==> config.mk <==
export PLATFORM = sky130hd
export DESIGN_NAME = bus_cycle_ctrl
export DESIGN_NICKNAME = d
export VERILOG_FILES = /design/src/rtl/bus_ctrl_pkg.sv /design/src/rtl/bus_region_pick.sv /design/src/rtl/bus_cycle_ctrl.sv
export SDC_FILE = /design/constraint.sdc
export NUM_CORES = 1
export LEC_CHECK = 0
export CAP_MARGIN = 20
export CORE_UTILIZATION = 43
export DETAILED_ROUTE_END_ITERATION = 7
export PLACE_DENSITY = 0.82
export SYNTH_ARGS = -nofsm -noshare
export SYNTH_HDL_FRONTEND = slang
export SYNTH_SLANG_ARGS = --single-unit
==> constraint.sdc <==
create_clock -name clk -period 4.7 [get_ports clk]
set_input_delay 0.47 -clock clk [delete_from_list [all_inputs] [get_ports clk]]
set_output_delay 0.47 -clock clk [all_outputs]
set_load 0.1 [all_outputs]
==> src/rtl/bus_ctrl_pkg.sv <==
// bus_ctrl_pkg: shared definitions for the processor-side bus cycle controller.
//   - bus_state_e  : bus cycle state encoding (IDLE, T1, TW, T2)
//   - DEF_WS_WIDTH : default width of one per-region wait-state field
package bus_ctrl_pkg;

  localparam int DEF_WS_WIDTH = 4;

  typedef enum logic [1:0] {
    IDLE = 2'd0,
    T1   = 2'd1,
    TW   = 2'd2,
    T2   = 2'd3
  } bus_state_e;

endpackage

==> src/rtl/bus_region_pick.sv <==
// bus_region_pick: combinational region selection for a new bus cycle.
// Picks the lowest set bit of the decoder output as a one-hot select and
// muxes out that region's wait-state field and ext-ready mask bit.
// Ports:
//   region_sel [NUM_REGIONS]          in  : decoder output (may be multi-hot or zero)
//   ws_cfg     [NUM_REGIONS*WS_WIDTH] in  : per-region wait states, region i at [i*WS_WIDTH +: WS_WIDTH]
//   onehot     [NUM_REGIONS]          out : lowest set bit of region_sel, zero when none set
//   ws         [WS_WIDTH]             out : wait states of the picked region, zero when none set
//   ext_need                          out : picked region also waits for ext_rdy
//   hit                               out : at least one region selected
module bus_region_pick
  import bus_ctrl_pkg::*;
#(
  parameter int                     NUM_REGIONS  = 4,
  parameter int                     WS_WIDTH     = DEF_WS_WIDTH,
  parameter logic [NUM_REGIONS-1:0] EXT_RDY_MASK = {NUM_REGIONS{1'b0}}
) (
  input  logic [NUM_REGIONS-1:0]          region_sel,
  input  logic [NUM_REGIONS*WS_WIDTH-1:0] ws_cfg,
  output logic [NUM_REGIONS-1:0]          onehot,
  output logic [WS_WIDTH-1:0]             ws,
  output logic                            ext_need,
  output logic                            hit
);

  logic found_s;

  // Priority select: the first set bit scanning upward from region 0 wins.
  always_comb begin
    onehot   = {NUM_REGIONS{1'b0}};
    ws       = {WS_WIDTH{1'b0}};
    ext_need = 1'b0;
    found_s  = 1'b0;
    for (int i = 0; i < NUM_REGIONS; i++) begin
      if (region_sel[i] && !found_s) begin
        onehot[i] = 1'b1;
        ws        = ws_cfg[i*WS_WIDTH +: WS_WIDTH];
        ext_need  = EXT_RDY_MASK[i];
        found_s   = 1'b1;
      end else begin
        found_s   = found_s;
      end
    end
  end

  assign hit = |region_sel;

endmodule

==> src/rtl/bus_cycle_ctrl.sv <==
// bus_cycle_ctrl: processor-side bus cycle controller for the bridge.
// Accepts a CPU address strobe, latches region select and read/write,
// inserts per-region wait states, optionally waits for ext_rdy, and ends
// every cycle with a one-cycle active-low _ready.
// Optional build macro: BUS_CTRL_TIMEOUT_EN -- bounds ext_rdy waits to
// TIMEOUT_CYCLES wait cycles and flags bus_err when the bound expires.
// Ports:
//   clk, _rst (async, active low)
//   _ads, w_r, region_sel, ws_cfg, ext_rdy : CPU strobe / qualifiers / config / device ready
//   _ready      : cycle termination, active low, low in T2
//   bce, oe, we : buffer enable, read output enable, write strobe
//   cs          : registered one-hot chip select
//   unmapped    : one-cycle pulse in T1 when no region was selected
//   bus_err     : one-cycle pulse in T2 after an ext_rdy timeout
// All outputs decode registers only; no input reaches an output combinationally.
module bus_cycle_ctrl
  import bus_ctrl_pkg::*;
#(
  parameter int                     NUM_REGIONS    = 4,
  parameter int                     WS_WIDTH       = DEF_WS_WIDTH,
  parameter logic [NUM_REGIONS-1:0] EXT_RDY_MASK   = {NUM_REGIONS{1'b0}},
  parameter int                     TIMEOUT_CYCLES = 64
) (
  input  logic                            clk,
  input  logic                            _rst,
  input  logic                            _ads,
  input  logic                            w_r,
  input  logic [NUM_REGIONS-1:0]          region_sel,
  input  logic [NUM_REGIONS*WS_WIDTH-1:0] ws_cfg,
  input  logic                            ext_rdy,
  output logic                            _ready,
  output logic                            bce,
  output logic                            oe,
  output logic                            we,
  output logic [NUM_REGIONS-1:0]          cs,
  output logic                            unmapped,
  output logic                            bus_err
);

  bus_state_e             state_r, state_n;
  logic [WS_WIDTH-1:0]    cnt_r, cnt_n;
  logic                   write_r, write_n;
  logic [NUM_REGIONS-1:0] cs_r, cs_n;
  logic                   ext_need_r, ext_need_n;
  logic                   unmapped_r, unmapped_n;

  logic [NUM_REGIONS-1:0] pick_onehot_s;
  logic [WS_WIDTH-1:0]    pick_ws_s;
  logic                   pick_ext_s;
  logic                   pick_hit_s;
  logic                   ext_ok_s;

`ifdef BUS_CTRL_TIMEOUT_EN
  localparam int TMO_W = $clog2(TIMEOUT_CYCLES + 1);
  logic [TMO_W-1:0] tmo_r, tmo_n;
  logic             bus_err_r, bus_err_n;
`endif

  bus_region_pick #(
    .NUM_REGIONS  (NUM_REGIONS),
    .WS_WIDTH     (WS_WIDTH),
    .EXT_RDY_MASK (EXT_RDY_MASK)
  ) u_pick (
    .region_sel (region_sel),
    .ws_cfg     (ws_cfg),
    .onehot     (pick_onehot_s),
    .ws         (pick_ws_s),
    .ext_need   (pick_ext_s),
    .hit        (pick_hit_s)
  );

  // Unmasked regions (and unmapped cycles) never wait on the device.
  assign ext_ok_s = !ext_need_r || ext_rdy;

  // Next-state and next-value logic for the bus cycle FSM.
  always_comb begin
    state_n    = state_r;
    cnt_n      = cnt_r;
    write_n    = write_r;
    cs_n       = cs_r;
    ext_need_n = ext_need_r;
    unmapped_n = 1'b0;
`ifdef BUS_CTRL_TIMEOUT_EN
    tmo_n      = tmo_r;
    bus_err_n  = 1'b0;
`endif
    case (state_r)
      // The strobe is honoured only here; T2 with _ads low chains directly into T1.
      IDLE, T2: begin
        if (!_ads) begin
          state_n    = T1;
          write_n    = w_r;
          cs_n       = pick_onehot_s;
          cnt_n      = pick_ws_s;
          ext_need_n = pick_ext_s;
          unmapped_n = !pick_hit_s;
`ifdef BUS_CTRL_TIMEOUT_EN
          tmo_n      = {TMO_W{1'b0}};
`endif
        end else begin
          state_n    = IDLE;
          write_n    = 1'b0;
          cs_n       = {NUM_REGIONS{1'b0}};
          cnt_n      = {WS_WIDTH{1'b0}};
          ext_need_n = 1'b0;
        end
      end
      // The first decrement happens on leaving T1 so that W wait states
      // put _ready low W+1 edges after T1 is entered.
      T1: begin
        if ((cnt_r == {WS_WIDTH{1'b0}}) && ext_ok_s) begin
          state_n = T2;
        end else begin
          state_n = TW;
          if (cnt_r != {WS_WIDTH{1'b0}}) begin
            cnt_n = cnt_r - WS_WIDTH'(1'b1);
          end else begin
            cnt_n = cnt_r;
          end
        end
      end
      // ext_rdy is looked at only once the programmed wait states are spent.
      TW: begin
        if (cnt_r != {WS_WIDTH{1'b0}}) begin
          cnt_n = cnt_r - WS_WIDTH'(1'b1);
        end else if (ext_ok_s) begin
          state_n = T2;
        end else begin
`ifdef BUS_CTRL_TIMEOUT_EN
          if (tmo_r == TMO_W'(TIMEOUT_CYCLES - 1)) begin
            state_n   = T2;
            bus_err_n = 1'b1;
          end else begin
            tmo_n     = tmo_r + TMO_W'(1'b1);
          end
`else
          state_n = TW;
`endif
        end
      end
      default: begin
        state_n = IDLE;
      end
    endcase
  end

  // State and cycle-attribute registers.
  always_ff @(posedge clk or negedge _rst) begin
    if (!_rst) begin
      state_r    <= IDLE;
      cnt_r      <= {WS_WIDTH{1'b0}};
      write_r    <= 1'b0;
      cs_r       <= {NUM_REGIONS{1'b0}};
      ext_need_r <= 1'b0;
      unmapped_r <= 1'b0;
    end else begin
      state_r    <= state_n;
      cnt_r      <= cnt_n;
      write_r    <= write_n;
      cs_r       <= cs_n;
      ext_need_r <= ext_need_n;
      unmapped_r <= unmapped_n;
    end
  end

`ifdef BUS_CTRL_TIMEOUT_EN
  // Timeout counter and its error pulse.
  always_ff @(posedge clk or negedge _rst) begin
    if (!_rst) begin
      tmo_r     <= {TMO_W{1'b0}};
      bus_err_r <= 1'b0;
    end else begin
      tmo_r     <= tmo_n;
      bus_err_r <= bus_err_n;
    end
  end

  assign bus_err = bus_err_r;
`else
  // TIMEOUT_CYCLES is non-negative, so this is constant 0.
  assign bus_err = (TIMEOUT_CYCLES < 0);
`endif

  // An unmapped cycle has cs_r == 0, which keeps oe/we low for it.
  assign _ready   = (state_r != T2);
  assign bce      = (state_r != IDLE);
  assign oe       = !write_r && (|cs_r) && ((state_r == TW) || (state_r == T2));
  assign we       =  write_r && (|cs_r) && ((state_r == TW) || (state_r == T2));
  assign cs       = cs_r;
  assign unmapped = unmapped_r;

endmodule

==> qor.yml, run 1 <==
outcome: "complete, but fails checks"
violations: "DRC"
clk_pin_slew_worst_paths_ns: 0.07
hold_depth: 2
coreArea_sq_um: 1710
regArea_sq_um: 300
slew_violations: 0
place_congestion: 0.726
num-nets-final: 150
crit_arrival_ns: 2.39
antenna_found_initial: 0
synth_edf_count: 0
io_pins: 35
synth_area_sq_um: 781
post-route-drc-count: 1
syn_nets: 116
fin_cells: 142
clk_latency_ns: 0.26
rrSetupSlack_ns: 2.73
dr_total_vias: 737
cts.hold.buffers_added: 0
track_usage_pct: 20.5
hold_end: "cs[0]"
busiest_layer: "met2"
final_cell_mix: "clkdlybuf4s50_1 (32), dfrtp_1 (12), inv_1 (7), nand2_1 (7), ha_1 (6)"
cts_sinks: 12
areaGrowthSynthToFinish_pct: 46.0
drv_cap: 0
cp_max_fo: 4
grt_pass1_vias: 717
clockRootBuffer: "clkbuf_4"
finalPower_mw: 0.764
wl_um: 1770
ys.flop_type: "dfrtp_1"
post_cts_buffers: 0
cts_max_path_buffers: 2
yosysSeqAreaShare_pct: 38.5
tritoncts: "done"
cp_slowest_cell: "clkdlybuf4s50_1"
rr_endpoint: "cnt_r[1]"
crit_path_cell_trace: "inv_1 -> ha_1 -> nor2_1 -> nor3b_1 -> clkdlybuf4s50_1"
dieArea_sq_um: 1990
synth_cell_types: 31
reg2reg_depth: 6
start_kind: "flop"
path_class: "flop to output pin"
ant_nets: 0
syn_avg_cell_area_sq_um: 9.19
end_kind: "output pin"
post_dp_cell_area_sq_um: 1120
io_buffers: 32
start_util_pct: 45.7
drtPass1Iterations: 5
cts_buffers: 3
crit_required_ns: 4.23
leakage_nw: 0.508
multi_input_area_sq_um: 439
grt_max_degree: 16
use_met2_pct: 36.5
hold_slack_ns: 0.530
drt-wirelength-per-cell_um: 12.4
r2r_start: "state_r[0]"
fmax_ghz: 0.349
hold_start: "cs[0]"
die_w_um: 44.6
viasPerCell: 5.19
path_delay_family: "buffers and inverters"
hold_viol_final: 0
relSlewSlack_pct: 35.7
use_met1_pct: 25.0
netlist_instances: 85
fin_crit_ns: 2.86
final_area_sq_um: 1140
yosys_warnings: 0
min_period_over_period_pct: 61.0
drtIter0Drc: 7
ys_seq_elements: 12
fp.dieH_um: 44.6
grt-ovfl-total: 0
tightest_slew_ns: 0.962
setup_tns_ns: 0
fin_worst_skew_ns: 0.000298
drive_gt1_share_pct: 5.13
hold_class: "flop to flop"
power.density_nw_per_um2: 670
vdd_drop_max_uv: 398
diodes: 0
cts-htree-levels: 1
mostFrequentLayoutCell: "clkdlybuf4s50_1"
n_fill_cell: 150
use_met3_pct: 1.63
dp_hpwl_um: 1440
setup_viol: 0
row_count: 15
synth-async-reset-ratio_pct: 100
cts_resized: 0
critical_path_buf_inv_count: 2
dp.cells: 139
critPathMaxStageDelay_ns: 1.16
grt_pass1_wl_um: 2970
rsz0062_at_grt: "no"
logic make-up (layout without fill, tap and decap cells):
family	Yosys count	after routing	synth area share, %
and+or+nand+nor	31	31	22.0
AOI/OAI and AO/OA	22	22	20.7
DFF	12	12	38.5
buffers and inverters	10	42	5.29
adders and majority gates	6	6	9.62
xor gates and xnor gates	2	2	2.24
other	1	1	0.480
muxes	1	1	1.28
sequential cells by signal, summed over array words and instances, names as in the netlist:
signal,flops
unmapped,1
cs,4
cnt_r,4
write_r,1
state_r,2
synthesized netlist by cell type, types with 2 or more instances:
cell	n	area [sq um]
a221o_1	4	40.0
nand3_1	4	20.0
ha_1	6	75.1
nand2_1	7	26.3
a32oi_1	2	17.5
clkbuf_1	2	7.51
a21o_1	3	22.5
a21oi_1	2	10.0
xor2_1	2	17.5
o21ai_0	5	25.0
nor2_1	4	15.0
nor3_1	3	15.0
inv_1	7	26.3
a22oi_1	2	15.0
dfrtp_1	12	300
nand2b_1	5	31.3
worst max path at each step:
stage | end | cells past startpoint | start
floorplan | we | 2 | cs[1]
global placement | we | 5 | state_r[0]
detailed placement | we | 5 | state_r[0]
CTS | we | 5 | state_r[0]
global route | we | 5 | state_r[0]
finish | we | 5 | state_r[0]
layer usage:
layer / part of all wire, % / wire [um]
met3: 3.7 / 66
met1: 40 / 708
met5: 0 / 0
met2: 55 / 974
met4: 1.0 / 18
area by class of cell:
type	instances	share of cell area (%)
multi-input cells	63	38.5
repair buffers	32	28.1
flip-flops and latches	12	26.3
well taps	25	2.74
inverters	7	2.31
clock buffers	3	1.98
power breakdown:
group	switching (mW)	total (mW)	internal, mW	leakage, nW
Clock	0.0309	0.0605	0.0296	0.0138
Combinational	0.355	0.526	0.170	0.338
Sequential	0.0337	0.178	0.144	0.156
per-stage QoR:
step / util [%] / worst slack, ns
after global placement: 65.4 / 2.17
after detailed placement: 65.4 / 2.13
after floorplan: - / 0.883
after global routing: 66.7 / 1.68
after CTS: 66.7 / 1.82
final: 66.7 / 1.84
worst min-delay path, delay by kind of cell (launching register included):
family          cells  cell delay, ns
simple gates        1            0.06
compound gates      1            0.06
flops               1            0.37
(Power assumes the default switching activity.)
==> run 2, diff against run 1 <==
--- a/config.mk
+++ b/config.mk
@@ -6,9 +6,9 @@
 export NUM_CORES = 1
 export LEC_CHECK = 0
 export CAP_MARGIN = 20
-export CORE_UTILIZATION = 43
+export CORE_UTILIZATION = 36
 export DETAILED_ROUTE_END_ITERATION = 7
-export PLACE_DENSITY = 0.82
+export PLACE_DENSITY = 0.74
 export SYNTH_ARGS = -nofsm -noshare
 export SYNTH_HDL_FRONTEND = slang
 export SYNTH_SLANG_ARGS = --single-unit
==> constraint.sdc (replaced) <==
create_clock -name clk -period 2.5 [get_ports clk]
set_input_delay 0.25 -clock clk [delete_from_list [all_inputs] [get_ports clk]]
set_output_delay 0.25 -clock clk [all_outputs]
set_load 0.1 [all_outputs]
==> qor.yml, run 2 (synthesis results as in run 1) <==
p_comb_share_pct: 68.1
dp.cells: 143
dieArea_sq_um: 2360
setup_viol: 0
cts_max_path_buffers: 2
wl_um: 1710
leakage_nw: 0.548
viasPerCell: 5.24
vdd_drop_max_uv: 627
path_delay_family: "flip-flops"
grt_pass1_wl_um: 2950
fin_crit_ns: 1.85
hold_slack_ns: 0.313
grt_pass1_vias: 699
slew_violations: 0
end_kind: "output pin"
grt-ovfl-total: 0
cp_max_fo: 4
fin_worst_skew_ns: 0.00846
path_class: "flop to output pin"
crit_arrival_ns: 1.60
tritoncts: "done"
tightest_slew_ns: 0.527
drtIter0Drc: 10
row_count: 16
post-route-drc-count: 0
rsz0062_at_grt: "no"
setup_tns_ns: 0
num-nets-final: 152
cp_slowest_cell: "dfrtp_1"
dp_hpwl_um: 1370
post_cts_buffers: 0
coreArea_sq_um: 2000
fin_cells: 147
drive_gt1_share_pct: 16.7
drtPass1Iterations: 5
die_w_um: 48.6
start_util_pct: 39.0
grt_max_degree: 15
critical_path_buf_inv_count: 2
cts.hold.buffers_added: 0
final_util_pct: 58.5
cts_resized: 0
areaGrowthSynthToFinish_pct: 50.0
cts_buffers: 3
fp.dieH_um: 48.6
cts-htree-levels: 1
io_pins: 35
drt-wirelength-per-cell_um: 11.6
io_buffers: 32
critPathMaxStageDelay_ns: 0.40
min_period_over_period_pct: 74.2
clk_latency_ns: 0.28
start_kind: "flop"
dr_total_vias: 770
diodes: 0
crit_required_ns: 2.25
power.switching_mw: 0.825
relSlewSlack_pct: 64.7
power.density_nw_per_um2: 1310
track_usage_pct: 16.2
crit_path_cell_trace: "inv_1 -> ha_1 -> nor2_1 -> nor3b_4 -> buf_4"
clk_pin_slew_worst_paths_ns: 0.08
ant_nets: 0
place_congestion: 0.752
hold_viol_final: 0
drv_cap: 0
p_clk_share_pct: 10.2
mostFrequentLayoutCell: "clkdlybuf4s50_1"
power.internal_mw: 0.705
antenna_found_initial: 0
n_fill_cell: 174
outcome: "finished, final reports clean"
pwr-share-seq_pct: 21.8
final_cell_mix: "clkdlybuf4s50_1 (23), dfrtp_1 (12), buf_4 (11)"
fmax_ghz: 0.539
cts_sinks: 12
switching_share_pct: 53.9
hold_class: "primary input to async pin"
clockRootBuffer: "clkbuf_4"
-- run 2: cell count changes in the layout (fill, tap and decap cells not counted), sizes merged --
cell / before / now
buf: 0 / 11
clkbuf: 3 / 4
clkdlybuf4s50: 32 / 23
-- run 2: area by class of cell --
type                            count  area [sq um]  share of cell area [%]
Clock buffer                        4          36.3                    3.10
Sequential cell                    12           300                    25.6
Timing Repair Buffer               34           313                    26.7
Inverter                            7          26.3                    2.24
Multi-Input combinational cell     63           462                    39.4
Tap cell                           27          33.8                    2.88
-- run 2: worst register-to-register path, delay by kind of cell (launching register included) --
kind	cells	cell delay, ns
buffers and inverters	1	0.08
and+or+nand+nor	2	0.31
AOI/OAI and AO/OA	2	0.52
adders and majority gates	1	0.34
DFF	1	0.40
-- run 2: power by group through the flow --
stage	registers [mW]	logic, mW	clock network [mW]
floorplan	0.463	0.663	0
global placement	0.334	1.02	0
detailed placement	0.337	1.04	0
CTS	0.333	1.04	0.158
global route	0.345	1.13	0.168
finish	0.333	1.04	0.155
-- run 2: path summary, 6_finish.rpt --
kind | start | slack [ns] | depth (start not counted) | to
max in group asynchronous | _rst | 1.83 | 1 | cs[3]
min in group clk | cs[3] | 0.52 | 1 | cs[3]
worst max register to register | state_r[0] | 0.78 | 6 | cnt_r[0]
worst min-delay path | _rst | 0.31 | 1 | state_r[1]
worst min register to register | cs[3] | 0.52 | 1 | cs[3]
worst max-delay path | state_r[0] | 0.65 | 5 | we
-- run 2: metrics by stage --
stage | power, mW | cell area (sq um) | setup WS (ns)
after global routing | 1.65 | 1170 | 0.523
after global placement | 1.36 | 1130 | 0.702
after CTS | 1.53 | 1170 | 0.618
final | 1.53 | 1170 | 0.645
after floorplan | 1.13 | 803 | 0.158
after detailed placement | 1.37 | 1130 | 0.677
-- run 2: layer usage --
metal / share of wire (%) / routed length (um) / vias to the layer above / global-route usage [%]
li1: - / - / 376 / -
met1: 43 / 728 / 345 / 21.4
met2: 49 / 838 / 43 / 25.4
met3: 7.2 / 124 / 6 / 1.57
met4: 1.2 / 21 / 0 / 10.3
met5: 0 / 0 / - / 0
